`src/rtl/divider_arbiter.sv`:
```
// Round-robin front end that shares one pipelined 32-bit divider among NUM_REQ requesters.
// Each accepted request pushes its requester index into an in-order tag FIFO; each divider
// result pops the head tag and is steered back to that requester.
//
// Ports:
//   clk, rst                        clock, asynchronous active-high reset
//   req_valid/req_ready             per-requester handshake (req_ready is combinational one-hot)
//   req_dividend/req_divisor        packed operands, requester i at [32i+31:32i]
//   div_start/div_dividend/div_divisor   registered issue to the divider
//   div_ready/div_quotient/div_remainder result pulse and data from the divider
//   rsp_valid/rsp_quotient/rsp_remainder one-hot result pulse and shared result buses
//   busy                            divisions outstanding
//   err_unexpected                  sticky: divider result arrived with nothing outstanding
module divider_arbiter #(
    parameter int unsigned NUM_REQ         = 4,
    parameter int unsigned MAX_OUTSTANDING = 4,
    parameter int unsigned TAG_W           = 3
) (
    input  logic                  clk,
    input  logic                  rst,
    input  logic [NUM_REQ-1:0]    req_valid,
    input  logic [32*NUM_REQ-1:0] req_dividend,
    input  logic [32*NUM_REQ-1:0] req_divisor,
    output logic [NUM_REQ-1:0]    req_ready,
    output logic                  div_start,
    output logic [31:0]           div_dividend,
    output logic [31:0]           div_divisor,
    input  logic                  div_ready,
    input  logic [31:0]           div_quotient,
    input  logic [31:0]           div_remainder,
    output logic [NUM_REQ-1:0]    rsp_valid,
    output logic [31:0]           rsp_quotient,
    output logic [31:0]           rsp_remainder,
    output logic                  busy,
    output logic                  err_unexpected
);

    localparam int unsigned PTR_W = (MAX_OUTSTANDING > 1) ? $clog2(MAX_OUTSTANDING) : 1;
    localparam int unsigned CNT_W = PTR_W + 1;

    logic [TAG_W-1:0]   rr_ptr_q, rr_ptr_d;
    logic [PTR_W-1:0]   wr_ptr_q, rd_ptr_q;
    logic [CNT_W-1:0]   count_q, count_d;
    logic [TAG_W-1:0]   tag_mem [MAX_OUTSTANDING];

    logic               can_issue, push, pop;
    logic               grant_valid;
    logic [TAG_W-1:0]   grant_idx;
    logic [TAG_W:0]     scan_idx;
    logic [31:0]        sel_dividend, sel_divisor;

    logic               div_start_q;
    logic [31:0]        div_dividend_q, div_divisor_q;
    logic [NUM_REQ-1:0] rsp_valid_q;
    logic [31:0]        rsp_quotient_q, rsp_remainder_q;
    logic               busy_q, err_q;

    // A result popping this cycle frees a slot for a same-cycle issue.
    assign can_issue = (count_q < CNT_W'(MAX_OUTSTANDING)) || div_ready;
    assign pop       = div_ready && (count_q != '0);
    assign push      = grant_valid;

    // Round-robin search starting at rr_ptr_q; scan_idx is one bit wider to absorb the wrap.
    always_comb begin
        grant_valid = 1'b0;
        grant_idx   = '0;
        scan_idx    = '0;
        if (!rst && can_issue) begin
            for (int unsigned k = 0; k < NUM_REQ; k++) begin
                scan_idx = {1'b0, rr_ptr_q} + (TAG_W+1)'(k);
                if (scan_idx >= (TAG_W+1)'(NUM_REQ)) begin
                    scan_idx = scan_idx - (TAG_W+1)'(NUM_REQ);
                end
                if (!grant_valid && ((req_valid & (NUM_REQ'(1) << scan_idx)) != '0)) begin
                    grant_valid = 1'b1;
                    grant_idx   = scan_idx[TAG_W-1:0];
                end
            end
        end
    end

    assign req_ready = grant_valid ? (NUM_REQ'(1) << grant_idx) : '0;

    always_comb begin
        sel_dividend = '0;
        sel_divisor  = '0;
        for (int unsigned i = 0; i < NUM_REQ; i++) begin
            if (grant_idx == TAG_W'(i)) begin
                sel_dividend = req_dividend[i*32 +: 32];
                sel_divisor  = req_divisor[i*32 +: 32];
            end
        end
    end

    always_comb begin
        rr_ptr_d = rr_ptr_q;
        if (grant_valid) begin
            rr_ptr_d = (grant_idx == TAG_W'(NUM_REQ - 1)) ? '0 : grant_idx + TAG_W'(1);
        end
        count_d = count_q + CNT_W'(push) - CNT_W'(pop);
    end

    // Tag storage needs no reset: the pointers and count define what is valid.
    always_ff @(posedge clk) begin
        if (push) begin
            tag_mem[wr_ptr_q] <= grant_idx;
        end
    end

    always_ff @(posedge clk or posedge rst) begin
        if (rst) begin
            rr_ptr_q        <= '0;
            wr_ptr_q        <= '0;
            rd_ptr_q        <= '0;
            count_q         <= '0;
            div_start_q     <= 1'b0;
            div_dividend_q  <= '0;
            div_divisor_q   <= '0;
            rsp_valid_q     <= '0;
            rsp_quotient_q  <= '0;
            rsp_remainder_q <= '0;
            busy_q          <= 1'b0;
            err_q           <= 1'b0;
        end else begin
            rr_ptr_q    <= rr_ptr_d;
            count_q     <= count_d;
            busy_q      <= (count_d != '0);
            div_start_q <= push;
            if (push) begin
                wr_ptr_q       <= wr_ptr_q + PTR_W'(1);
                div_dividend_q <= sel_dividend;
                div_divisor_q  <= sel_divisor;
            end
            if (pop) begin
                rd_ptr_q        <= rd_ptr_q + PTR_W'(1);
                rsp_valid_q     <= NUM_REQ'(1) << tag_mem[rd_ptr_q];
                rsp_quotient_q  <= div_quotient;
                rsp_remainder_q <= div_remainder;
            end else begin
                rsp_valid_q <= '0;
            end
            if (div_ready && (count_q == '0)) begin
                err_q <= 1'b1;
            end
        end
    end

    assign div_start      = div_start_q;
    assign div_dividend   = div_dividend_q;
    assign div_divisor    = div_divisor_q;
    assign rsp_valid      = rsp_valid_q;
    assign rsp_quotient   = rsp_quotient_q;
    assign rsp_remainder  = rsp_remainder_q;
    assign busy           = busy_q;
    assign err_unexpected = err_q;

endmodule
```
`config.mk`:
```
export PLATFORM = sky130hd
export DESIGN_NAME = divider_arbiter
export DESIGN_NICKNAME = d
export VERILOG_FILES = /design/src/rtl/divider_arbiter.sv
export SDC_FILE = /design/constraint.sdc
export NUM_CORES = 1
export LEC_CHECK = 0
export ABC_AREA = 1
export ABC_CLOCK_PERIOD_IN_PS = 8910
export CORE_AREA = 2 2 181 183
export DETAILED_ROUTE_END_ITERATION = 8
export DIE_AREA = 0 0 183 185
export SETUP_SLACK_MARGIN = 0.4
export SLEW_MARGIN = 40
export SYNTH_ARGS = -nofsm -noshare
export SYNTH_HDL_FRONTEND = slang
export SYNTH_SLANG_ARGS = --single-unit
```
`constraint.sdc`:
```
create_clock -name clk -period 8.91 [get_ports clk]
set_input_delay 1.3365 -clock clk [delete_from_list [all_inputs] [get_ports clk]]
set_output_delay 1.3365 -clock clk [all_outputs]
set_load 0.02 [all_outputs]
```
Yosys cells after proc, flatten, opt, wreduce, memory -nomap -nowiden:

Memory sizes are Yosys's and may differ from the RTL's.
Index checks and enable logic that the tools add are counted.

* flip-flop bits (word level): 145
* RAM bits: 12
* input bits: 327
* output and inout port bits: 139
* word-level logic and storage cells: 96
* memories kept: 1

Memory list
* tag_mem: depth 4, bits a word 3, read ports 1, clocked after Yosys merged registers in 0, write ports 1, line 44 `logic [TAG_W-1:0] tag_mem [MAX_OUTSTANDING];`

* add/sub/neg operators: 12
* magnitude comparators: 5
* equality and inequality tests: 3
* shift-type cells: 6
* multiplexer cells: 34
* bitwise logic cells: 4
* reductions and logical operators: 19

Operators with widths (count)
* $mux 32: 8
* $mux 4: 10
* $mux 3: 6
* $and 4x4->4: 4
* $reduce_bool 4->1: 4
* $shl 1x4->4 const A: 4
* $ge 4x3->1 const B: 3
* $sub 4x3->4 const B: 3
* $mux 1: 10
* $add 3x2->4 const B: 2
* $shl 1x3->4 const A: 2
* $eq 3x2->1 const B: 2
* $logic_and 1x1->1: 6
* $logic_not 3->1: 2
* $reduce_bool 3->1: 2
* $add 2x1->2 const B: 2
* $add 3x1->4 const B: 1
* $logic_not 1->1: 4
* $sub 3x3->4 const B: 1
* $add 3x1->3: 1
* $add 3x1->3 const B: 1
* $eq 3x1->1 const B: 1
* $ge 3x3->1 const B: 1
* $lt 3x3->1 const B: 1
* other kinds (2): 2

Longest topological paths before layout:

Gate-level depths: netlist (run 1).

* word-level depth: 26
* gate-level depth with buffers: 24
* mapped depth without buffers: 22

Least setup slack after synthesis (run 1):

OpenSTA, ideal clock, no wires.

* path kind: in2out
* from: in req_valid[3]
* to: out req_ready[1]
* arrival: 3253 ps
* data required time: 7574 ps
* setup slack: 4320 ps
* stages: 14
* buffers on the path: 2
* cells stage by stage: nand2_1 -> nand4_2 -> inv_2 -> nand2_1 -> nor2_2 -> nand3_1 -> nand2_1 -> nor2_8 -> inv_2 -> ha_1 -> clkbuf_1 -> clkbuf_1 -> nand2_1 -> nor2_1

* cells in the longest elaborated chain, start to end: 18
* elaborated cells on any way between the ends: 29
* classes of those cells: shift (1); mux (14); bitwise (4); reduce/logical (10)

RTL lines
* start, declared: line 21 `input logic [NUM_REQ-1:0] req_valid,`
* $and 4x4->4: line 74 `if (!grant_valid && ((req_valid & (NUM_REQ'(1) << scan_idx)) != '0)) begin`
* $reduce_bool 4->1: line 74
* $mux 1: line 74
* $mux 1: line 68 `if (!rst && can_issue) begin`
* $logic_not 1->1: line 74
* $logic_and 1x1->1: line 74
* $mux 1: line 74
* $mux 1: line 68
* [... 3 more ...]
* $mux 1: line 68
* $logic_not 1->1: line 74
* $logic_and 1x1->1: line 74
* $mux 3 *: line 74
* $mux 3 *: line 68
* net grant_idx[1]: line 48 `logic [TAG_W-1:0] grant_idx;`
* $shl 1x3->4 *: line 82 `assign req_ready = grant_valid ? (NUM_REQ'(1) << grant_idx) : '0;`
* $mux 4 *: line 82
* end, declared: line 24 `output logic [NUM_REQ-1:0] req_ready,`

Mark *: on every way through the listed nets, which the timed path passes. The rest lies on a longest branch. The select of a mux whose other input is x is not followed.

Final worst setup path (run 1):

* from: in req_valid[1]
* to: out req_ready[1]

* elaborated cells on any way between the ends: 29
* classes of those cells: shift (1); mux (14); bitwise (4); reduce/logical (10)

RTL lines
* $and 4x4->4: line 74
* $reduce_bool 4->1: line 74
* $mux 1: line 74
* $mux 1: line 68
* $logic_not 1->1: line 74
* $logic_and 1x1->1: line 74
* $mux 1: line 74
* $mux 1: line 68
* [... 2 more ...]
* $mux 1: line 74
* $mux 1: line 68
* $logic_not 1->1: line 74
* $logic_and 1x1->1: line 74
* $mux 1 *: line 74
* $mux 1 *: line 68
* net grant_valid: line 47 `logic grant_valid;`
* $mux 4 *: line 82

Marks and branches as above.

==> run metrics, run 1 <==
status complete, no violations; top_reg_cell synth dfrtp_1; most instantiated cells after synthesis nand2_1, inv_1, dfrtp_1; Post-CTS Setup Inserts 0; hold buffers post-CTS 0; CP Max Fanout 66; DR pass1 iterations 5; Avg Cell Area, Syn 6.47 sq um; starting density of the core 31.6%; remaining antenna violation count 0; Reg clk slew, reported paths 0.06 ns; Slew Viols, Final 0; # IOs 466; TritonCTS clock tree done; IO Port Bufs 465; max frequency 0.173 GHz; post-CTS sizing 0; vias in the first global route 10182; RSZ-0062 raised after global routing no; ANT cells 0; clk root buf clkbuf_16; GR Overflow Total 0; routed len/inst 16.2 um; Worst Path Arrival 4.46 ns; largest net degree at the start of global routing 104; Synth Register Bits 157; die height 185 um; final setup vio count 0; Syn. warnings 0; R2R Setup Slk 4.92 ns; Yosys top cell area share 35.8%; pwr/cell area 322 nW/um^2; Period minus WS final 5.80 ns; Via density 4.55; initial antenna violation count 0; Slew HR 46.8%; Inserted Clock Buffers 17; GP Congestion 0.819; post-place instance area 15000 sq um; layout cells sized above 1 6.21%; DR iter-0 viols 525; top-count cell post-synth nand2_1; cell count after synthesis 1567; area grow syn2layout 53.4%; sequential area share after synthesis 39.4%; post-route cell area 15500 sq um; die area 33900 sq um; Startpoint Class input port; clock skew after layout 0.0124 ns; worst hold path type flip-flop to flip-flop; max-cap violation count 0; Chip Width 183 um; filler instances 3209; final hold vios 0; Synth area leader dfrtp_1; Setup CP Type input port to primary output; count of cell types in the netlist 34; Tcrit/Tclk final 65.1%; final wirelength 38600 um; Max Buffers Root-to-Sink 2; Sink Count 157; Net Count, Synth 1909; Netlist Area Pre-Place 10100 sq um; hpwl dp 28700 um; Async S/R FF share, synth 92.4%; worst-margin pin slew 0.798 ns; CP required 7.57 ns; detailed-route via count 10868; global-route wire length before repair 57700 um; top post-synthesis cells by area dfrtp_1, nand2_1, inv_1; CTS H-tree depth 4; Clk Latency, worst-skew pair 0.43 ns; Placeable Area 32000 sq um; Final TNS setup 0 ns; Leak 0.00807 uW; FP Rows 66; EDFF count, synth 12; # DRC 0; GR Util All Layers 22.2%; Critical Path Sink Type primary output; nets@finish 2309; Worst VDD drop 0.165 mV
-- cell families after synthesis --
kind of cell               after synthesis  synth area share [%]
DFF                                    157                  39.4
and+or+nand+nor                       1060                  43.7
adders and majority gates               15                  1.93
AOI/OAI and AO/OA                       80                  4.08
buffers and inverters                  251                  10.6
xor gates and xnor gates                 4                 0.346
-- layer usage --
| layer | track usage [%] | vias up | wire length (um) |
|---|---|---|---|
| met1 | 25.8 | 4970 | 15400 |
| met4 | 6.72 | 0 | 913 |
| li1 | - | 5487 | - |
| met2 | 38.9 | 371 | 19100 |
| met5 | 0 | - | 0 |
| met3 | 7.02 | 40 | 3190 |
-- path summary, 6_finish.rpt --
| check | from | endpoint | depth (start not counted) |
|---|---|---|---|
| min | div_divisor[17] | div_divisor[17] | 2 |
| min reg2reg | div_divisor[17] | div_divisor[17] | 2 |
| max in group asynchronous | rst | div_divisor[21] | 3 |
| max | req_valid[1] | req_ready[1] | 15 |
| max reg2reg | rr_ptr_q[1] | div_dividend[29] | 22 |
| min in group asynchronous | rst | rsp_valid[1] | 2 |
-- worst max-delay path, cell delays in order --
cell	delay (ns)
clkdlybuf4s50_1	0.52
nand2_1	0.09
nand3_1	0.12
inv_1	0.06
nand2_2	0.11
nor2_4	0.05
nand2_1	0.10
nor2_2	0.06
nor2_4	0.23
nand2_4	0.12
inv_1	0.10
ha_4	0.64
nand2_1	0.13
nor2_1	0.14
clkdlybuf4s50_1	0.64
-- report_power, final --
| group | total, uW | leakage, uW | switching (uW) | internal [uW] |
|---|---|---|---|---|
| combinational | 3090 | 0.00588 | 1870 | 1220 |
| sequential | 1170 | 0.00191 | 165 | 1010 |
| clock | 743 | 0.000285 | 336 | 407 |
| total | 5010 | 0.00807 | 2370 | 2630 |
-- layout make-up --
type	instances	area (sq um)	share of cell area, %
multi-input cells	1159	5110	32.9
clock inverters	13	130	0.837
clock buffers	19	453	2.91
flip-flops and latches	157	3990	25.7
inverters	159	609	3.92
well taps	408	510	3.28
repair buffers	473	4750	30.5
-- registers in the layout, summed over array words and instances (netlist names), 3 cells and up --
name           count
div_dividend      32
div_divisor       32
rsp_quotient      32
rsp_remainder     32
tag_mem           12
rsp_valid          4
count_q            3
rr_ptr_q           3
-- per-stage QoR --
stage / worst slack, ns / instances / hold slack [ns] / total power (uW) / utilization [%]
global placement: 3.19 / 2355 / 0.461 / 4260 / 46.6
global route: 2.92 / 2388 / 0.499 / 5500 / 48.5
detailed placement: 3.15 / 2356 / 0.464 / 4320 / 46.7
CTS: 3.11 / 2388 / 0.483 / 5090 / 48.5
finish: 3.11 / 2388 / 0.475 / 5010 / 48.5
floorplan: 3.68 / 1567 / 0.457 / 3200 / -
-- layout by cell type, fill, tap and decap left out, types with 3 or more instances in the layout --
| cell type | netlist | layout |
|---|---|---|
| nand2_4 | 3 | 4 |
| edfxtp_1 | 12 | 12 |
| inv_8 | 0 | 3 |
| or2_0 | 50 | 50 |
| nor2_4 | 3 | 3 |
| xor2_1 | 3 | 3 |
| inv_1 | 146 | 143 |
| o21ai_0 | 3 | 3 |
| nand2_2 | 3 | 3 |
| clkdlybuf4s50_1 | 0 | 465 |
| clkbuf_16 | 0 | 17 |
| buf_6 | 11 | 5 |
| inv_2 | 13 | 13 |
| nor2_2 | 38 | 38 |
| nand3_1 | 72 | 72 |
| dfrtp_1 | 145 | 145 |
| nand2_1 | 755 | 753 |
| o21ai_1 | 3 | 3 |
| or2_2 | 14 | 14 |
| ha_1 | 14 | 13 |
| inv_6 | 0 | 4 |
| nor2_1 | 115 | 115 |
| a21oi_1 | 69 | 69 |
Power figures use the tool's default switching activity.
==> run 2: changes to the inputs <==
- ABC_CLOCK_PERIOD_IN_PS: 8910 -> 5000
- CORE_AREA: 2 2 181 183 -> 2 2 182 184
- DIE_AREA: 0 0 183 185 -> 0 0 184 186
- PLACE_DENSITY: default -> 0.66
- clock period: 8.91 -> 5 ns (I/O delays scaled with it)
==> run 2 against run 1 <==
  * Sequential power rose by 78%
  * Total power rose by 81%
  * Clock power grew 88%
  * Register-to-register slack worse by 3.5 ns
  * Utilization is 0.14 points higher
  * Worst setup slack worse by 2.4 ns
  * Worst hold slack improved by 0.0011 ns
  * Final cell count increased by 0.42%
  * Wire length is 0.54% higher
  * Non-clock buffer count increased by 5
  * Critical path type is now flip-flop to primary output
  * Largest cell class unchanged
==> run metrics, run 2 (same netlist as run 1, synthesis figures left out) <==
status complete, no violations (unchanged); Chip Width 184 um (was 183 um); initial antenna violation count 6 (was 0); switching pwr 4280 uW (was 2370 uW); Leak 0.00811 uW (was 0.00807 uW); GR Overflow Total 0 (unchanged); CP Max Fanout 29 (was 66); routed len/inst 16.2 um (about the same); final wirelength 38800 um (was 38600 um); Worst Path Arrival 3.52 ns (was 4.46 ns); R2R Setup Slk 1.40 ns (was 4.92 ns); Logic pwr share 61.6% (was 61.8%); Hold EP rsp_quotient[10] (was div_divisor[17]); FP Rows 66 (unchanged); starting density of the core 31.5% (was 31.6%); worst r2r dst div_dividend[16] (was div_dividend[29]); CTS H-tree depth 4 (unchanged); hold path depth 2 (unchanged); Critical Path Sink Type primary output (unchanged); Post-Place Setup Slack 0.781 ns (was 3.15 ns); remaining antenna violation count 0 (unchanged); Sw Ratio 47.2% (was 47.4%); TritonCTS clock tree done (unchanged); DR pass1 iterations 5 (unchanged); CP required 4.25 ns (was 7.57 ns); clk root buf clkbuf_16 (unchanged); clock skew after layout 0.0112 ns (was 0.0124 ns); max frequency 0.234 GHz; Slew HR 45.1% (was 46.8%); Tcrit/Tclk final 85.4%; top routing layer used met5 (was met4); worst hold path type flip-flop to flip-flop (unchanged); Period minus WS final 4.27 ns; DR iter-0 viols 450 (was 525); # IOs 466 (unchanged); IO Port Bufs 465 (unchanged); global-route wire length before repair 56400 um (was 57700 um); area grow syn2layout 54.7% (was 53.4%); Setup CP Type flip-flop to primary output (was input port to primary output); layout cells sized above 1 6.45% (was 6.21%); RSZ-0062 raised after global routing no (unchanged); largest net degree at the start of global routing 146 (was 104); Setup WS post-layout 0.730 ns (was 3.11 ns); nets@finish 2314 (was 2309); Sink Count 157 (unchanged); clock share of power 15.5% (was 14.8%); Slew Viols, Final 0 (unchanged); detailed-route via count 10882 (was 10868); commonest non-fill, non-tap cell in the layout nand2_1 (unchanged); internal power 4790 uW (was 2630 uW); Max Buffers Root-to-Sink 2 (unchanged); Placeable Area 32200 sq um (was 32000 sq um); die area 34200 sq um (was 33900 sq um); GP Congestion 0.914 (was 0.819); hold_sp rsp_quotient[10] (was div_divisor[17]); Post-CTS Setup Inserts 0 (unchanged); hpwl dp 28300 um (was 28700 um); # DRC 0 (unchanged); Reg clk slew, reported paths 0.07 ns (was 0.06 ns); GR Util All Layers 21.7% (was 22.2%); Final TNS setup 0 ns (unchanged); Worst VDD drop 0.346 mV (was 0.165 mV); final hold vios 0 (unchanged); final setup vio count 0 (unchanged); Startpoint Class flip-flop (was input port); Via density 4.54 (was 4.55); worst-margin pin slew 0.824 ns (was 0.798 ns); most frequent cells in the layout nand2_1, clkdlybuf4s50_1, dfrtp_1 (unchanged); post-CTS sizing 0 (unchanged); max-cap violation count 0 (unchanged); vias in the first global route 10027 (was 10182); Inserted Clock Buffers 17 (unchanged); met2 wire len 20000 um (was 19100 um); Clk Latency, worst-skew pair 0.44 ns (was 0.43 ns); die height 186 um (was 185 um); R2R Path Start rr_ptr_q[1] (unchanged); pwr/cell area 579 nW/um^2 (was 322 nW/um^2); met3 wire len 3460 um (was 3190 um); hold buffers post-CTS 0 (unchanged); M1 WL 14600 um (was 15400 um); Worst Reg2Reg Path Length in Cells 21 (was 22); Reg power frac 23.0% (was 23.4%)
==> run 2: cell count changes in the layout (fill, tap and decap cells not counted), sizes merged <==
cell      change
buf           +5
diode         +5
inv           +1
clkinvlp      +2
bufinv        +2
clkbuf        -2
clkinv        -3
==> run 2: final cells by class <==
| class | instances | area, sq um |
|---|---|---|
| clock buffer | 17 | 425 |
| tap | 408 | 510 |
| fill | 3172 | 16500 |
| inverter | 159 | 603 |
| clock inverter | 15 | 198 |
| antenna | 5 | 12.5 |
| multi-input combinational | 1159 | 5110 |
| sequential | 157 | 3990 |
| timing repair buffer | 478 | 4830 |
==> run 2: layer usage <==
metal,vias to the layer above,GRT usage (%)
li1,5492,-
met1,4943,23.6
met2,401,38.7
met3,44,7.47
met4,2,8.80
met5,-,0
==> run 2: power by group through the flow <==
| stage | logic [uW] | registers, uW | clock network [uW] |
|---|---|---|---|
| 6_report | 5590 | 2080 | 1400 |
| 4_1_cts | 5650 | 2090 | 1450 |
| 3_3_place_gp | 5560 | 2090 | 0 |
| 5_1_grt | 6280 | 2140 | 1500 |
| 3_5_place_dp | 5640 | 2100 | 0 |
| 2_1_floorplan | 3140 | 2570 | 0 |
==> run 2: stage by stage <==
stage               cell area, sq um  power, uW  instances  hold WS, ns  util, %
floorplan                      10100       5710       1567        0.457        -
global placement               15000       7650       2359        0.460     46.5
detailed placement             15000       7740       2359        0.464     46.5
CTS                            15600       9190       2391        0.483     48.5
global route                   15700       9930       2398        0.500     48.7
finish                         15700       9080       2398        0.476     48.7
==> run 2: critical path, stage by stage, from the launching register on <==
cell and delay [ns]:
dfrtp_1 0.45, inv_1 0.15, ha_1 0.27, nand2_1 0.09, nand4_2 0.15, inv_2 0.13
nand2_1 0.07, nor2_2 0.10, nand2_1 0.08, nand2_1 0.08, nor2_2 0.06, nor2_8 0.17
ha_1 0.22, nand2_4 0.20, nor2_1 0.16, clkdlybuf4s50_1 0.67
==> run 2: how the worst max path moves through the flow <==
stage | startpoint | to | slack [ns] | depth (start not counted)
6_report | rr_ptr_q[0] | req_ready[2] | 0.73 | 15
5_1_grt | rr_ptr_q[0] | req_ready[2] | 0.44 | 15
4_1_cts | rr_ptr_q[0] | req_ready[2] | 0.69 | 15
3_5_place_dp | req_valid[3] | req_ready[2] | 0.78 | 14
3_3_place_gp | req_valid[3] | req_ready[2] | 0.83 | 14
2_1_floorplan | rr_ptr_q[0] | req_ready[1] | 1.56 | 16
